$ cat config.mk
export PLATFORM = sky130hd
export DESIGN_NAME = pipe_stage_buffer
export DESIGN_NICKNAME = d
export VERILOG_FILES = /design/src/rtl/pipe_stage_buffer.sv
export SDC_FILE = /design/constraint.sdc
export NUM_CORES = 1
export LEC_CHECK = 0
export ABC_AREA = 1
export CAP_MARGIN = 20
export CORE_MARGIN = 2
export CORE_UTILIZATION = 45
export CTS_BUF_LIST = sky130_fd_sc_hd__clkbuf_2 sky130_fd_sc_hd__clkbuf_4 sky130_fd_sc_hd__clkbuf_8
export CTS_CLUSTER_SIZE = 24
export DETAILED_ROUTE_END_ITERATION = 16
export GPL_TIMING_DRIVEN = 1
export PLACE_DENSITY = 0.75
export SLEW_MARGIN = 40
export SYNTH_ARGS = -nofsm -noshare
export SYNTH_HDL_FRONTEND = slang
export SYNTH_SLANG_ARGS = --single-unit
$ cat constraint.sdc
create_clock -name Clk -period 8.65 [get_ports Clk]
set_input_delay 1.2975 -clock Clk [delete_from_list [all_inputs] [get_ports Clk]]
set_output_delay 1.2975 -clock Clk [all_outputs]
set_load 0.02 [all_outputs]
$ cat src/rtl/pipe_stage_buffer.sv
// pipe_stage_buffer: show-ahead FIFO stage latch with valid/ready handshaking.
// Holds {instr, pc} entries so fetch can run ahead of a stalled decode stage.
// flush clears the buffer and overrides everything else. stall blocks only the pop.
// When the buffer is empty, the outputs present a NOP bubble.
module pipe_stage_buffer #(
    parameter int unsigned       DATA_W    = 32,
    parameter int unsigned       PC_W      = 32,
    parameter int unsigned       DEPTH     = 2,
    parameter logic [DATA_W-1:0] NOP_INSTR = '0
) (
    input  logic                     Clk,
    input  logic                     Reset_n,
    input  logic                     in_valid,
    input  logic [DATA_W-1:0]        in_instr,
    input  logic [PC_W-1:0]          in_pc,
    output logic                     in_ready,
    output logic                     out_valid,
    output logic [DATA_W-1:0]        out_instr,
    output logic [PC_W-1:0]          out_pc,
    input  logic                     out_ready,
    input  logic                     stall,
    input  logic                     flush,
    output logic [$clog2(DEPTH):0]   count
);

    localparam int unsigned PTR_W = $clog2(DEPTH);
    localparam int unsigned CNT_W = PTR_W + 1;
    localparam logic [CNT_W-1:0] FULL_CNT = CNT_W'(DEPTH);

    logic [DATA_W-1:0] instr_mem [DEPTH];
    logic [PC_W-1:0]   pc_mem    [DEPTH];
    logic [PTR_W-1:0]  rd_ptr;
    logic [PTR_W-1:0]  wr_ptr;
    logic              push;
    logic              pop;

    // in_ready and out_valid come only from registered occupancy.
    // There is no combinational path from out_ready or stall.
    assign in_ready  = (count != FULL_CNT);
    assign out_valid = (count != '0);
    assign push      = in_valid & in_ready & ~flush;
    assign pop       = out_valid & out_ready & ~stall & ~flush;

    // Pointer and occupancy bookkeeping. flush returns everything to zero.
    always_ff @(posedge Clk or negedge Reset_n) begin
        if (!Reset_n) begin
            rd_ptr <= '0;
            wr_ptr <= '0;
            count  <= '0;
        end else if (flush) begin
            rd_ptr <= '0;
            wr_ptr <= '0;
            count  <= '0;
        end else begin
            if (push) begin
                wr_ptr <= wr_ptr + PTR_W'(1);
            end
            if (pop) begin
                rd_ptr <= rd_ptr + PTR_W'(1);
            end
            case ({push, pop})
                2'b10:   count <= count + CNT_W'(1);
                2'b01:   count <= count - CNT_W'(1);
                default: count <= count;
            endcase
        end
    end

    // Entry storage. It is written only on push and never modified afterwards.
    always_ff @(posedge Clk) begin
        if (push) begin
            instr_mem[wr_ptr] <= in_instr;
            pc_mem[wr_ptr]    <= in_pc;
        end
    end

    // Show-ahead head view. A NOP bubble and PC 0 are shown while empty.
    always_comb begin
        out_instr = NOP_INSTR;
        out_pc    = '0;
        if (out_valid) begin
            out_instr = instr_mem[rd_ptr];
            out_pc    = pc_mem[rd_ptr];
        end
    end

endmodule

## Word level (Yosys, flattened, before mapping)

Memories as Yosys holds them, arrays and structs flattened.
Index checks and enable logic that the tools add are counted.

- Register bits: 4
- Memory bits (writable): 128
- Input bits: 70
- Output and inout port bits: 68
- Word-level logic and storage cells: 33
- Memories kept: 2

Memories:

| memory | words | width | read ports | clocked after Yosys merged registers in | write ports | line | RTL |
|---|---|---|---|---|---|---|---|
| instr_mem | 2 | 32 | 1 | 0 | 1 | 30 | `logic [DATA_W-1:0] instr_mem [DEPTH];` |
| pc_mem | 2 | 32 | 1 | 0 | 1 | 31 | `logic [PC_W-1:0] pc_mem [DEPTH];` |

- Add/subtract/negate cells: 4
- Equal/unequal tests: 3
- Mux-type cells: 10
- Bitwise logic cells: 7
- Reduce and logical (&&, ||, !) cells: 4

Operator list:

| kind | number |
|---|---|
| $mux W32 | 2 |
| $mux W1 | 6 |
| $reduce_bool A2 Y1 | 3 |
| $and A1 B1 Y1 | 5 |
| $pmux W2 S2 | 1 |
| $reduce_bool A3 Y1 | 1 |
| $add A1 B1 Y1 const B | 2 |
| $add A2 B1 Y2 const B | 1 |
| $eq A2 B1 Y1 const B | 1 |
| $eq A2 B2 Y1 const B | 1 |
| $mux W2 | 1 |
| $ne A2 B2 Y1 const B | 1 |
| $not A1 Y1 | 2 |
| $sub A2 B1 Y2 const B | 1 |

## Depth between registers and ports, before layout

Gate-level depths: netlist of the first run.

- Word-level depth: 7
- Depth in mapped cells: 9
- Gate-level depth less buffers: 9

## Least setup slack after synthesis of the first run

OpenSTA, ideal clock, no wires.

- Path kind: input-to-reg
- From: input flush
- To: memory instr_mem[1][0] (enable)
- Setup time: 0.565 ns
- Arrival: 5.762 ns
- Data required time: 8.085 ns
- Path slack: 2.323 ns
- Stages on the path: 1
- Buffers on the path: 0
- Path through: nor3_1

- Word-level cells in the longest chain between the ends: 4

RTL lines:

| what | line | RTL |
|---|---|---|
| start, declared | 22 | `input logic flush,` |
| $not A1 Y1 | 41 | `assign push = in_valid & in_ready & ~flush;` |
| $and A1 B1 Y1 | 41 |  |
| $mux W1 | 71 | `if (push) begin` |
| $mux W1 (implied by the code) | 72 | `instr_mem[wr_ptr] <= in_instr;` |
| end, declared | 30 |  |

Every way passes these cells.

## Worst setup path after layout of the first run

- From: register rd_ptr
- To: output out_pc[3]

- Word-level cells in the longest chain between the ends: 2

RTL lines:

| what | line | RTL |
|---|---|---|
| start, declared | 32 | `logic [PTR_W-1:0] rd_ptr;` |
| start signal, assigned | 59 | `rd_ptr <= rd_ptr + PTR_W'(1);` |
| $mem_v2 Z2 W32 | n/a |  |
| $mux W32 | 81 | `if (out_valid) begin` |
| end, declared | 19 | `output logic [PC_W-1:0] out_pc,` |

Every way passes these cells.

==> results of run 1 <==
-- cell families (layout without fill, tap and decap cells) --
| logic type | after synthesis | after routing | synth area share |
|---|---|---|---|
| compound gates | 68 | 68 | 0.06831 |
| simple gates | 155 | 155 | 0.1210 |
| flops | 132 | 132 | 0.7829 |
| buf+inv | 31 | 182 | 0.02782 |
-- report_power, final --
part	total (mW)	leakage, nW	internal (mW)	switching, mW
Clock	0.452	0.160	0.222	0.230
Combinational	0.459	1.03	0.197	0.261
Sequential	0.772	1.22	0.748	0.0242
Total	1.68	2.42	1.17	0.516
-- cells in the final DEF (no fill, tap or decap), types with 3 or more instances in the layout --
master,count
a21oi_1,65
clkbuf_8,17
clkdlybuf4s50_1,137
clkinv_1,4
clkinvlp_4,6
dfrtp_1,3
edfxtp_1,128
inv_1,7
nand2_1,143
nand2_2,3
nor2_1,3
-- worst paths after layout --
kind / slack, ns / end / start
worst max-delay path: 4.56 / out_pc[3] / rd_ptr
min in group asynchronous: 1.08 / rd_ptr / Reset_n
worst min-delay path: 0.64 / count[1] / count[1]
max in group asynchronous: 7.38 / rd_ptr / Reset_n
worst min register to register: 0.64 / count[1] / count[1]
worst max register to register: 6.78 / pc_mem[0][6] / count[0]
-- metal layers --
| layer | up-vias | GRT usage | part of all wire |
|---|---|---|---|
| met3 | 12 | 0.05928 | 0.063 |
| met1 | 1549 | 0.2251 | 0.41 |
| li1 | 1623 | - | - |
| met4 | 0 | 0.06329 | 0.012 |
| met2 | 117 | 0.3015 | 0.51 |
| met5 | - | 0 | 0 |
-- worst max-delay path, cell delays in order (launching register included) --
cell and delay [ns]:
dfrtp_4 0.75, inv_4 0.62, nand2_1 0.13, a21oi_1 0.21
clkdlybuf4s50_1 0.64
-- area by class of cell --
class,count,area [um^2],share of cell area
clock buffer,17,234.0,0.03400
tap,140,175.2,0.02545
timing repair buffer,140,1401,0.2036
inverter,10,40.04,0.005818
multi-input combinational,223,965.9,0.1404
clock inverter,15,117.6,0.01709
sequential,132,3948,0.5736
-- through the flow --
stage | area, um^2 | util
after global routing | 6882 | 0.6320
final | 6882 | 0.6320
after floorplan | 5037 | -
after CTS | 6874 | 0.6313
after detailed placement | 6523 | 0.5991
after global placement | 6518 | 0.5986
-- state kept, by name, indices dropped and copies added (netlist names) --
| name | count |
|---|---|
| wr_ptr | 1 |
| rd_ptr | 1 |
| count | 2 |
| instr_mem | 64 |
| pc_mem | 64 |
==> impl_metrics.json, run 1 <==
{
  "outcome": "finished clean",
  "area_growth_pct": 36.61,
  "row_count": 38,
  "synth_cell_types": 17,
  "ys.flop_type": "edfxtp_1",
  "power_leakage_nw": 2.417,
  "numPlacedInstances": 645,
  "reg2regPathDepth": 7,
  "vias": 3301,
  "grt-ovfl-total": 0,
  "clock_path_buffers": 2,
  "clock_latency_ns": 0.42,
  "first_iter_violations": 240,
  "clk_pin_slew_ns": 0.07,
  "rsz0062_at_grt": "no",
  "antenna_found_initial": 0,
  "slew_headroom": 0.5120,
  "whs_ns": 0.6388,
  "synth.area.top_cells": "edfxtp_1 76%, nand2_1 11%, a21oi_1 6.5%",
  "final_cells": 677,
  "viasPerCell": 4.876,
  "finalMaxSlewViolations": 0,
  "core-area_um2": 10890,
  "ys_seq_area_frac": 0.7829,
  "hold_viol_final": 0,
  "ant_nets": 0,
  "portBuffers": 137,
  "crit_path_end_kind": "output pin",
  "routabilityCongestion": 0.7775,
  "max_cap_violations": 0,
  "drtPass1Iterations": 5,
  "ys_ff_latch": 132,
  "cts-buffers-inserted": 17,
  "cts_hold_buf": 0,
  "cts_root_buf": "clkbuf_8",
  "worst_pin_slew_ns": 0.7319,
  "synth_edf_count": 128,
  "crit_arrival_ns": 2.79,
  "die_w_um": 109.8,
  "chipHeight_um": 109.8,
  "power.total_mw": 1.683,
  "die_area_um2": 12060,
  "fin_nets": 594,
  "drc": 0,
  "num_io_pins": 138,
  "clock.fmax_ghz": 0.2444,
  "synth_nets": 456,
  "syn_inst": 386,
  "async_flop_share": 0.03030,
  "cts_resized": 0,
  "worst_ir_drop_vdd_v": 0.0001396,
  "fillCellCount": 874,
  "p_per_area_nw_per_um2": 244.6,
  "cp_data_required_time_ns": 7.35,
  "routedWlPerCell_um": 15.63,
  "grt_max_degree": 67,
  "yosysTopAreaCellShare": 0.7630,
  "critical_path_class": "register to output pin",
  "post_cts_buffers": 0,
  "hold_path.class": "register to register",
  "start_util": 0.4627,
  "whs_path_depth": 2,
  "clock_sinks": 132,
  "synthTopCellsByCount": "143 x nand2_1, 128 x edfxtp_1, 65 x a21oi_1",
  "grt_pass1_vias": 3318,
  "yosysMostFrequentCell": "nand2_1",
  "critical_path.max_fanout": 66,
  "final.setup.tns_ns": 0,
  "antenna_cells": 0,
  "wirelength_um": 10580,
  "fin_crit_ns": 4.092,
  "avgSynthCellArea_um2": 13.05,
  "skew_ns": 0.007510,
  "fin_crit_sh": 0.4731,
  "finalSetupViolCount": 0,
  "start_kind": "register",
  "place_ws_ns": 4.961,
  "tritoncts": "built",
  "yosysTopAreaCell": "edfxtp_1",
  "gr-usage-all-layers": 0.1822,
  "syn_area_um2": 5037,
  "dpl.hpwl_um": 6306,
  "yosysWarnings": 0,
  "grt_pass1_wl_um": 16260,
  "setup_ws_ns": 4.558,
  "drive_gt1_frac": 0.08007,
  "ctsHtreeMaxLevel": 4
}
(Power assumes the default switching activity.)
==> inputs of run 2 (changes only) <==
PLACE_DENSITY = 0.78   (was 0.75)
clock period = 3.7 ns   (was 8.65 ns; I/O delays follow)
==> impl_metrics.json, run 2 (synthesized netlist as in run 1, its figures left out) <==
{
  "core-area_um2": 10890,
  "drc": 0,
  "cts_resized": 0,
  "chipHeight_um": 109.8,
  "p_per_area_nw_per_um2": 581.2,
  "cts_hold_buf": 0,
  "grt_max_degree": 65,
  "start_util": 0.4627,
  "clock.fmax_ghz": 0.3374,
  "final_cells": 680,
  "viasPerCell": 4.962,
  "first_iter_violations": 219,
  "cts-buffers-inserted": 17,
  "worst_pin_slew_ns": 0.6845,
  "wirelength_um": 10680,
  "portBuffers": 137,
  "final_util": 0.6397,
  "fin_nets": 597,
  "worst_ir_drop_vdd_v": 0.0002983,
  "antenna_found_initial": 0,
  "mostFrequentLayoutCell": "nand2_1",
  "tritoncts": "built",
  "num_io_pins": 138,
  "clock_latency_ns": 0.43,
  "routedWlPerCell_um": 15.70,
  "ant_nets": 0,
  "grt-ovfl-total": 0,
  "skew_ns": 0.005318,
  "cp_data_required_time_ns": 3.14,
  "reg2regPathDepth": 7,
  "critical_path.max_fanout": 40,
  "post_cts_buffers": 0,
  "clk_pin_slew_ns": 0.07,
  "grt_pass1_wl_um": 16240,
  "power_leakage_nw": 2.483,
  "reg2reg_slack_ns": 1.67,
  "cts_root_buf": "clkbuf_8",
  "crit_arrival_ns": 2.41,
  "power.total_mw": 4.048,
  "hold_path.class": "primary input to asynchronous set/reset pin",
  "final_cell_mix": "143 x nand2_1, 137 x clkdlybuf4s50_1, 128 x edfxtp_1",
  "fin_crit_ns": 2.964,
  "gr-usage-all-layers": 0.1842,
  "endpoint": "out_instr[4]",
  "drtPass1Iterations": 5,
  "row_count": 38,
  "routabilityCongestion": 0.7261,
  "rsz0062_at_grt": "no",
  "hold_viol_final": 0,
  "critical_path_class": "register to output pin",
  "outcome": "finished clean",
  "finalSetupViolCount": 0,
  "slew_headroom": 0.5436,
  "clock_path_buffers": 2,
  "die_w_um": 109.8,
  "area_growth_pct": 38.28,
  "vias": 3374,
  "grt_pass1_vias": 3370,
  "clock_sinks": 132,
  "max_cap_violations": 0,
  "crit_path_end_kind": "output pin",
  "whs_ns": 0.3429,
  "startpoint": "count[0]",
  "ctsHtreeMaxLevel": 4,
  "numPlacedInstances": 648,
  "final.setup.tns_ns": 0,
  "fin_crit_sh": 0.8011,
  "r2r-start": "count[0]",
  "die_area_um2": 12060,
  "reg.largest.list": "instr_mem: 64 flops, pc_mem: 64 flops, count: 2 flops",
  "finalMaxSlewViolations": 0,
  "start_kind": "register",
  "r2r-end": "instr_mem[0][2]",
  "dpl.hpwl_um": 6728,
  "drive_gt1_frac": 0.09091
}
## run 2: where the power goes
part | internal (mW) | leakage [nW] | total, mW | switching [mW]
Sequential | 1.75 | 1.22 | 1.78 | 0.0308
Combinational | 0.481 | 1.07 | 1.12 | 0.640
Clock | 0.630 | 0.194 | 1.15 | 0.518
## run 2: final cells by class
class,instances,area [um^2]
timing repair buffer,143,1454
antenna,1,2.502
fill,843,3923
clock buffer,22,271.5
multi-input combinational,223,972.2
clock inverter,9,107.6
tap,140,175.2
sequential,132,3945
inverter,10,37.54
## run 2: worst max-delay path: stages, from the launching register on
cell and delay (ns):
dfrtp_1 0.45, nor2_4 0.57, buf_12 0.29, a21oi_1 0.09, clkdlybuf4s50_1 0.55
## run 2: metrics by stage
stage | instance area [um^2] | setup WS (ns)
CTS | 6963 | 0.7015
detailed placement | 6584 | 1.174
global placement | 6584 | 1.186
finish | 6965 | 0.7360
global route | 6963 | 0.5906
floorplan | 5049 | 0.9242
## run 2: per-layer routing
| layer | up-vias | GRT usage | share of wire | wire (um) |
|---|---|---|---|---|
| met4 | 0 | 0.07414 | 0.013 | 138 |
| li1 | 1628 | - | - | - |
| met2 | 106 | 0.3050 | 0.52 | 5579 |
| met1 | 1630 | 0.2197 | 0.41 | 4366 |
| met5 | - | 0 | 0 | 0 |
| met3 | 10 | 0.06461 | 0.055 | 590 |
## run 2: worst min-delay path by stage
stage,cells after the start,slack (ns),end
5_1_grt,1,0.31,count[1]
4_1_cts,1,0.32,count[1]
2_1_floorplan,0,0.26,count[0]
6_report,1,0.34,count[1]
3_3_place_gp,2,0.57,wr_ptr
3_5_place_dp,2,0.58,wr_ptr
==> inputs of run 3 (changes only) <==
clock period = 2.6 ns   (was 3.7 ns; I/O delays follow)
==> impl_metrics.json, run 3 (synthesized netlist as in run 1, its figures left out) <==
{
  "grt_max_degree": 65,
  "wl_met2_um": 5496,
  "fin_crit_ns": 2.424,
  "viasPerCell": 5.007,
  "cp_data_required_time_ns": 2.21,
  "portBuffers": 137,
  "cpPeakStageDelay_ns": 0.58,
  "tritoncts": "built",
  "p_clk_frac": 0.268,
  "max_cap_violations": 0,
  "r2r-start": "count[0]",
  "r2r-end": "pc_mem[1][26]",
  "chipHeight_um": 109.8,
  "clock_sinks": 132,
  "antenna_cells": 0,
  "finalMaxSlewViolations": 0,
  "fin_crit_sh": 0.9323,
  "crit_arrival_ns": 2.03,
  "path_cells": "inv_2 -> buf_12 -> nand2_1 -> a21oi_1 -> dlygate4sd2_1",
  "crit_family": "buffers and inverters",
  "critical_path_class": "register to output pin",
  "ant_nets": 0,
  "rsz0062_at_grt": "no",
  "cts_root_buf": "clkbuf_8",
  "p_switching_mw": 1.651,
  "final_cell_mix": "143 x nand2_1, 128 x edfxtp_1, 73 x clkdlybuf4s50_1",
  "slew_headroom": 0.6706,
  "grt_pass1_wl_um": 16330,
  "grt_pass1_vias": 3383,
  "clock_path_buffers": 2,
  "finalSetupViolCount": 0,
  "p_int_mw": 3.793,
  "routedWlPerCell_um": 15.80,
  "numPlacedInstances": 651,
  "wirelength_um": 10750,
  "first_iter_violations": 202,
  "drc": 0,
  "clock_latency_ns": 0.41,
  "gr-usage-all-layers": 0.1837,
  "core-area_um2": 10890,
  "multi_input_area_um2": 977.2,
  "area_growth_pct": 36.71,
  "cts_hold_buf": 0,
  "worst_ir_drop_vdd_v": 0.0003655,
  "antenna_found_initial": 0,
  "dr.max_layer_used": "met4",
  "register_area_um2": 3950,
  "seqPwrFrac": 0.468,
  "p_per_area_nw_per_um2": 790.6,
  "fillCellCount": 887,
  "final_util": 0.6325,
  "p_sw_frac": 0.3033,
  "path_buf_inv": 3,
  "clk_pin_slew_ns": 0.06,
  "reg2reg_slack_ns": 0.93,
  "num_io_pins": 138,
  "row_count": 38,
  "cts-buffers-inserted": 17,
  "start_kind": "register",
  "drive_gt1_frac": 0.09074,
  "clock.fmax_ghz": 0.4125,
  "power_leakage_nw": 2.754,
  "worst_pin_slew_ns": 0.4941,
  "mostFrequentLayoutCell": "nand2_1",
  "detailroute.wirelength.met3_um": 635,
  "skew_ns": 0.009608,
  "reg2regPathDepth": 5,
  "die_area_um2": 12060,
  "p_comb_frac": 0.264,
  "routabilityCongestion": 0.7629,
  "hold_viol_final": 0,
  "m1WireLength_um": 4470,
  "drtPass1Iterations": 4,
  "start_util": 0.4627,
  "critical_path.max_fanout": 49,
  "die_w_um": 109.8,
  "critPathSlowestCell": "dfrtp_4",
  "ctsHtreeMaxLevel": 4,
  "crit_path_end_kind": "output pin",
  "final_cells": 680,
  "dpl.hpwl_um": 6775,
  "fin_nets": 600,
  "outcome": "finished clean",
  "reg.largest.list": "instr_mem: 64 flops, pc_mem: 64 flops, count: 2 flops",
  "vias": 3405,
  "hold_path.class": "primary input to asynchronous set/reset pin",
  "grt-ovfl-total": 0
}
[run 3: metrics by stage]
stage | power [mW] | setup TNS (ns) | setup slack, ns | instance area (um^2) | hold WS [ns]
floorplan | 3.393 | -7.311 | -0.1142 | 5056 | 0.09441
global placement | 4.192 | 0 | 0.3519 | 6614 | 0.5621
detailed placement | 4.215 | 0 | 0.3257 | 6614 | 0.5795
CTS | 5.511 | 0 | 0.001510 | 6874 | 0.1629
global route | 5.696 | 0 | 0.05776 | 6887 | 0.1609
finish | 5.444 | 0 | 0.1759 | 6887 | 0.1873
[run 3: worst max-delay path by stage]
stage,start,end,slack [ns],depth (start not counted)
after floorplan,count[0],instr_mem[1][0],-0.11,4
after global placement,rd_ptr,out_pc[30],0.35,5
after detailed placement,rd_ptr,out_pc[30],0.33,5
after CTS,rd_ptr,out_pc[8],0.002,5
after global routing,rd_ptr,out_pc[30],0.06,5
final,rd_ptr,out_pc[30],0.18,5
[run 3: worst register-to-register path, stage by stage, from the launching register on]
cell and delay (ns):
dfrtp_2 0.42, inv_2 0.07, nand2_4 0.08, nand2_4 0.08, nor3_4 0.19, buf_4 0.44
[run 3: per-layer routing]
layer	GRT usage	up-vias
met2	0.3028	128
li1	-	1634
met5	0	-
met1	0.2238	1635
met4	0.07233	0
met3	0.06046	8
[run 3: power by group through the flow]
stage               logic (mW)  registers (mW)  clock network (mW)
global route              1.55            2.56                1.58
finish                    1.44            2.55                1.46
global placement          1.61            2.59                   0
floorplan                0.808            2.59                   0
detailed placement        1.62            2.59                   0
CTS                       1.46            2.55                1.50
[run 3: cell type report]
cell class,count,area share
flip-flops and latches,132,0.5736
repair buffers,146,0.2060
multi-input cells,223,0.1419
clock buffers,21,0.03834
well taps,140,0.02544
clock inverters,8,0.009266
inverters,10,0.005451
[run 3: timing repair]
item,in CTS,in global routing
resized for setup,61,5
endpoints found under the hold margin,0,0
endpoints found under the setup margin,57,5
buffers inserted,0,0
==> patch 1 (config.mk and constraints of run 2) <==
Change the parameter `PC_W` from 32 to 28.
--- a/src/rtl/pipe_stage_buffer.sv
+++ b/src/rtl/pipe_stage_buffer.sv
@@ -4,7 +4,7 @@
 // When the buffer is empty, the outputs present a NOP bubble.
 module pipe_stage_buffer #(
     parameter int unsigned       DATA_W    = 32,
-    parameter int unsigned       PC_W      = 32,
+    parameter int unsigned       PC_W      = 28,
     parameter int unsigned       DEPTH     = 2,
     parameter logic [DATA_W-1:0] NOP_INSTR = '0
 ) (
Interface: changed (resized in_pc and out_pc); port bits go from 138 to 130. The function was not compared with the original's and may differ.
==> patch 1 against run 2 <==
  * Sequential cell count shrank 8
  * Setup slack got worse by 0.031 ns
  * Utilization increased by 0.72 points
  * Design area down 4.5%
  * Global-route usage decreased by 0.57 points
  * Count of clock-buffer cells in the layout fell by 4
  * Sequential share of layout area is 0.92 points lower
  * Routed wire length decreased by 6.5%
  * Cell count shrank 5.4%
  * Die area shrank 5.8%
  * Synthesized area decreased by 6.0%
  * Hold slack got worse by 0.00057 ns
  * Power rose by 5.7%
  * Critical endpoint is now out_instr[15]
  * Highest routed layer unchanged
==> patch 1: results (changes against run 2) <==
[clock_network]
insertion_delay_ns=0.41  ; -0.02 ns
cts_resized=0  ; unchanged
clk_pin_slew_worst_paths_ns=0.07  ; about the same

[logic_synthesis]
ys.flop_type=edfxtp_1
synthTopCellsByArea=edfxtp_1 76%, nand2_1 10%, a21oi_1 6.4%
ys_async_sr_fraction_pct=3.226  ; +0.20 points
seq_area_frac_synth_pct=78.20  ; -0.088 points
synth_edf_count=120  ; -6.3%
avgSynthCellArea_um2=13.23  ; +1.4%
syn_nets=424  ; -7.0%

[status]
status=finished, final reports clean

[route]
dr.pass1.iters=4  ; -1
viasPerCell=4.935  ; -0.55%
avgRoutedWirePerCell_um=15.51  ; -1.2%
drt_iter0_drc=193  ; -12%

[worst_setup_path]
critical_path.slowest_cell=clkdlybuf4s50_1
path_max_fanout=31  ; -23%

[placement]
dp_hpwl_um=6366  ; -5.4%
placed_area_um2=6190  ; -6.0%
gp_congestion=0.7301  ; +0.55%
portBuffers=129  ; -5.8%

[global_routing]
grt_pass1_wl_um=15400  ; -5.1%
track_usage_pct=17.84  ; -0.57 points
grt_pass1_vias=3150  ; -6.5%
grt_start_max_net_pins=61  ; -6.2%

[layout]
reg_top3=instr_mem: 64 flops, pc_mem: 56 flops, count: 2 flops
nets=560  ; -6.2%
drive_gt1_share_pct=9.862  ; +0.77 points
antennaDiodeCount=0  ; -1

[timing]
fin_skew_ns=0.007545  ; +0.002226 ns
worst_pin_slew_ns=0.8095  ; +0.1250 ns

[power_and_ir_drop]
ir_drop_uv=394.4  ; +32%

## patch 1: cell types whose count changed after synthesis, moves of 3 or more
cell / change
nand2_1: -13
edfxtp_1: -8
buf_2: -5
a21oi_1: -4
inv_1: -4
clkbuf_1: +3
nand3_1: +3
nor2_4: +3
## patch 1: cells by family (layout without fill, tap and decap cells)
logic type	count (synthesis)	after routing	share of synthesized area [%]
compound gates	64	64	7.001
simple gates	143	143	12.18
buf+inv	26	175	2.431
xor+xnor	1	1	0.1850
flops	124	124	78.20
## patch 1: critical path: cells and delay by family (launching register included)
| kind | cells | cell delay (ns) |
|---|---|---|
| buffers and inverters | 3 | 1.37 |
| flip-flops | 1 | 0.40 |
| AO/OA/AOI/OAI | 1 | 0.17 |
| AND/OR/NAND/NOR | 1 | 0.08 |
## patch 1: final timing paths
| path | start | endpoint | slack (ns) | depth (start not counted) |
|---|---|---|---|---|
| hold reg to reg | wr_ptr | wr_ptr | 0.56 | 1 |
| setup reg to reg | count[0] | instr_mem[1][4] | 1.78 | 5 |
| setup / recovery | rd_ptr | out_instr[15] | 0.71 | 5 |
| hold / removal | Reset_n | wr_ptr | 0.34 | 1 |
| max in group asynchronous | Reset_n | rd_ptr | 3.18 | 1 |
| min in group Clk | wr_ptr | wr_ptr | 0.56 | 1 |
## patch 1: final cells by class
type	count	area, µm²
fill	792	3628
inverter	7	26.28
timing repair buffer	136	1356
tap	136	170.2
clock inverter	14	217.7
multi-input combinational	208	932.1
clock buffer	18	241.5
sequential	124	3705
## patch 1: routing by layer
layer  global-route usage (%)  vias up  part of all wire [%]
met5                        0        -                     0
met4                    5.380        0                   1.1
met3                    5.167       12                   5.4
met2                    29.89      111                    50
met1                    22.66     1525                    43
li1                         -     1525                     -
## patch 1: metrics by stage
step / utilization [%] / hold WS [ns] / worst slack [ns] / std cells
2_1_floorplan: - / 0.2594 / 0.6767 / 358
3_3_place_gp: 60.23 / 0.5461 / 1.167 / 611
3_5_place_dp: 60.23 / 0.5563 / 1.103 / 611
4_1_cts: 64.69 / 0.3255 / 0.6478 / 643
5_1_grt: 64.69 / 0.3336 / 0.5436 / 643
6_report: 64.69 / 0.3424 / 0.7055 / 643
## patch 1: power by group
group	total, mW	internal (mW)	switching [mW]
Combinational	1.23	0.524	0.704
Clock	1.34	0.814	0.529
Sequential	1.71	1.67	0.0409
Total	4.28	3.01	1.27
==> patch 2 (settings of run 2) <==
Without the edit above. Reset style: synchronous (`Reset_n`), changed in one clocked block.
--- a/src/rtl/pipe_stage_buffer.sv
+++ b/src/rtl/pipe_stage_buffer.sv
@@ -42,7 +42,7 @@
     assign pop       = out_valid & out_ready & ~stall & ~flush;
 
     // Pointer and occupancy bookkeeping. flush returns everything to zero.
-    always_ff @(posedge Clk or negedge Reset_n) begin
+    always_ff @(posedge Clk) begin
         if (!Reset_n) begin
             rd_ptr <= '0;
             wr_ptr <= '0;
Formal check against the unedited RTL: differs if Reset_n is asserted again (counterexample within 4 cycles, from zero or initial values and one cycle with Reset_n low); with Reset_n held inactive, the same outputs for 4 cycles.
==> patch 2 against run 2 <==
  * Cell count rose by 0.59%
  * Sequential share of layout area fell by 1.1 points
  * Routed wire length rose by 2.8%
  * Via count rose by 0.95%
  * Die area rose by 3.2%
  * Highest routed layer unchanged
  * Largest cell class unchanged
  * Design area rose by 1.9%
  * Register-to-register slack improved by 0.06 ns
  * Sequential cell count rose by 1
  * Synthesized area rose by 3.3%
  * Setup slack got worse by 0.046 ns
  * Fmax fell by 1.5%
Power is not compared: it rests on default switching activity, and its combinational part moved more than twofold at a synthesized area within 25%.
==> patch 2: results (changes against run 2) <==
[logic_synthesis]
synth_common_cells=138 x nand2_1, 128 x edfxtp_1, 39 x a21oi_2
ys_async_sr_fraction_pct=0  ; -3.0 points
synth_edf_count=128  ; unchanged
synthCells=384  ; -0.52%
yosysUniqueCellTypes=17  ; unchanged
ys_warn_count=0  ; unchanged
synthTopCellsByArea=edfxtp_1 74%, nand2_1 10%, a21oi_2 6.6%
syn_nets=455  ; -0.22%
seq_area_frac_synth_pct=75.81  ; -2.5 points

[global_routing]
antenna_found_initial=0  ; unchanged
grt_pass1_wl_um=16950  ; +4.4%
grt_pass1_vias=3435  ; +1.9%
track_usage_pct=17.79  ; -0.63 points
grt_start_max_net_pins=65  ; unchanged

[placement]
gp_congestion=0.7695  ; +6.0%
dp_hpwl_um=7119  ; +5.8%
portBuffers=137  ; unchanged
place_ws_ns=1.116  ; -0.05860 ns
dpl.cell_count=652  ; +0.62%

[worst_setup_path]
critPathArrivalTime_ns=2.45  ; +0.04 ns
rrSetupSlack_ns=1.73  ; +0.06 ns
r2r_end=instr_mem[1][12]
r2r-start=count[0]
reg2regPathDepth=5  ; -2
path_max_fanout=29  ; -28%

[clock_network]
insertion_delay_ns=0.42
cts_buffers=17  ; unchanged
h-tree-depth=4  ; unchanged
clock_tree.root_cell=clkbuf_8
cts_resized=0  ; unchanged
post_cts_buffers=0  ; unchanged
clock_path_buffers=2  ; unchanged
clk_pin_slew_worst_paths_ns=0.06

[hold_path]
min_path_cells=2
holdCritPathClass=flop to flop
hp-start=rd_ptr

[layout]
fillers=869  ; +3.1%
drive_gt1_share_pct=14.60  ; +5.5 points
reg_top3=instr_mem: 64 flops, pc_mem: 64 flops, count: 2 flops
nets=599  ; +0.34%
antennaDiodeCount=0  ; -1

[route]
avgRoutedWirePerCell_um=16.05  ; +2.2%
viasPerCell=4.980  ; +0.36%
dr.pass1.iters=5  ; unchanged
drt_iter0_drc=202  ; -7.8%
drt_wl_total_um=10980  ; +2.8%

[status]
status=finished, final reports clean

[timing]
relSlewSlack_pct=55.58  ; +1.2 points
fin_skew_ns=0.007744  ; +0.002426 ns

[power_and_ir_drop]
leakage_nw=2.420
ir_drop_uv=271.2

## patch 2: worst max path at each step
stage	start	to	slack [ns]	cells after the start
floorplan	count[0]	instr_mem[0][0]	0.65	4
finish	flop	out_instr[17]	0.69	5
global placement	flop	out_pc[7]	1.15	5
detailed placement	flop	out_pc[7]	1.12	5
CTS	flop	out_pc[7]	0.62	5
global route	flop	out_pc[4]	0.50	5
## patch 2: layout make-up
| cell class | count | area share (%) |
|---|---|---|
| clock inverters | 13 | 1.957 |
| inverters | 9 | 0.4759 |
| well taps | 143 | 2.521 |
| multi-input cells | 222 | 15.44 |
| clock buffers | 19 | 3.508 |
| repair buffers | 145 | 20.52 |
| flip-flops and latches | 133 | 55.58 |
## patch 2: worst max-delay path: stages (launching register included)
cell and delay [ns]:
dfxtp_2 0.32, inv_2 0.38, buf_4 0.37, nand2_1 0.11, a21oi_1 0.20, clkdlybuf4s50_1 0.64
## patch 2: per-stage QoR
step                      util (%)  instance area, µm²  hold WS [ns]
after global placement       59.02                6710        0.4828
after floorplan                  -                5205        0.4669
final                        62.43                7098        0.5144
after global routing         62.43                7098        0.5423
after CTS                    62.43                7098        0.5164
after detailed placement     59.02                6710        0.5006
## patch 2: cells by family after synthesis
family	after synthesis	synth area share, %
buffers and inverters	29	3.367
and+or+nand+nor	155	11.35
xor gates and xnor gates	1	0.1684
adders and majority gates	1	0.2405
AOI/OAI and AO/OA	65	9.067
DFF	133	75.81
## patch 2: routing by layer
metal,GRT usage (%),vias up,share of wire [%]
met5,0,-,0
met4,6.255,0,1.3
met3,6.859,14,6.8
met2,30.12,142,52
met1,20.83,1623,40
li1,-,1627,-
## patch 2: power by group
part / internal (mW) / switching, mW
registers: 1.69 / 0.0112
clock network: 0.665 / 0.510
logic: 0.119 / 0.116
total: 2.48 / 0.637
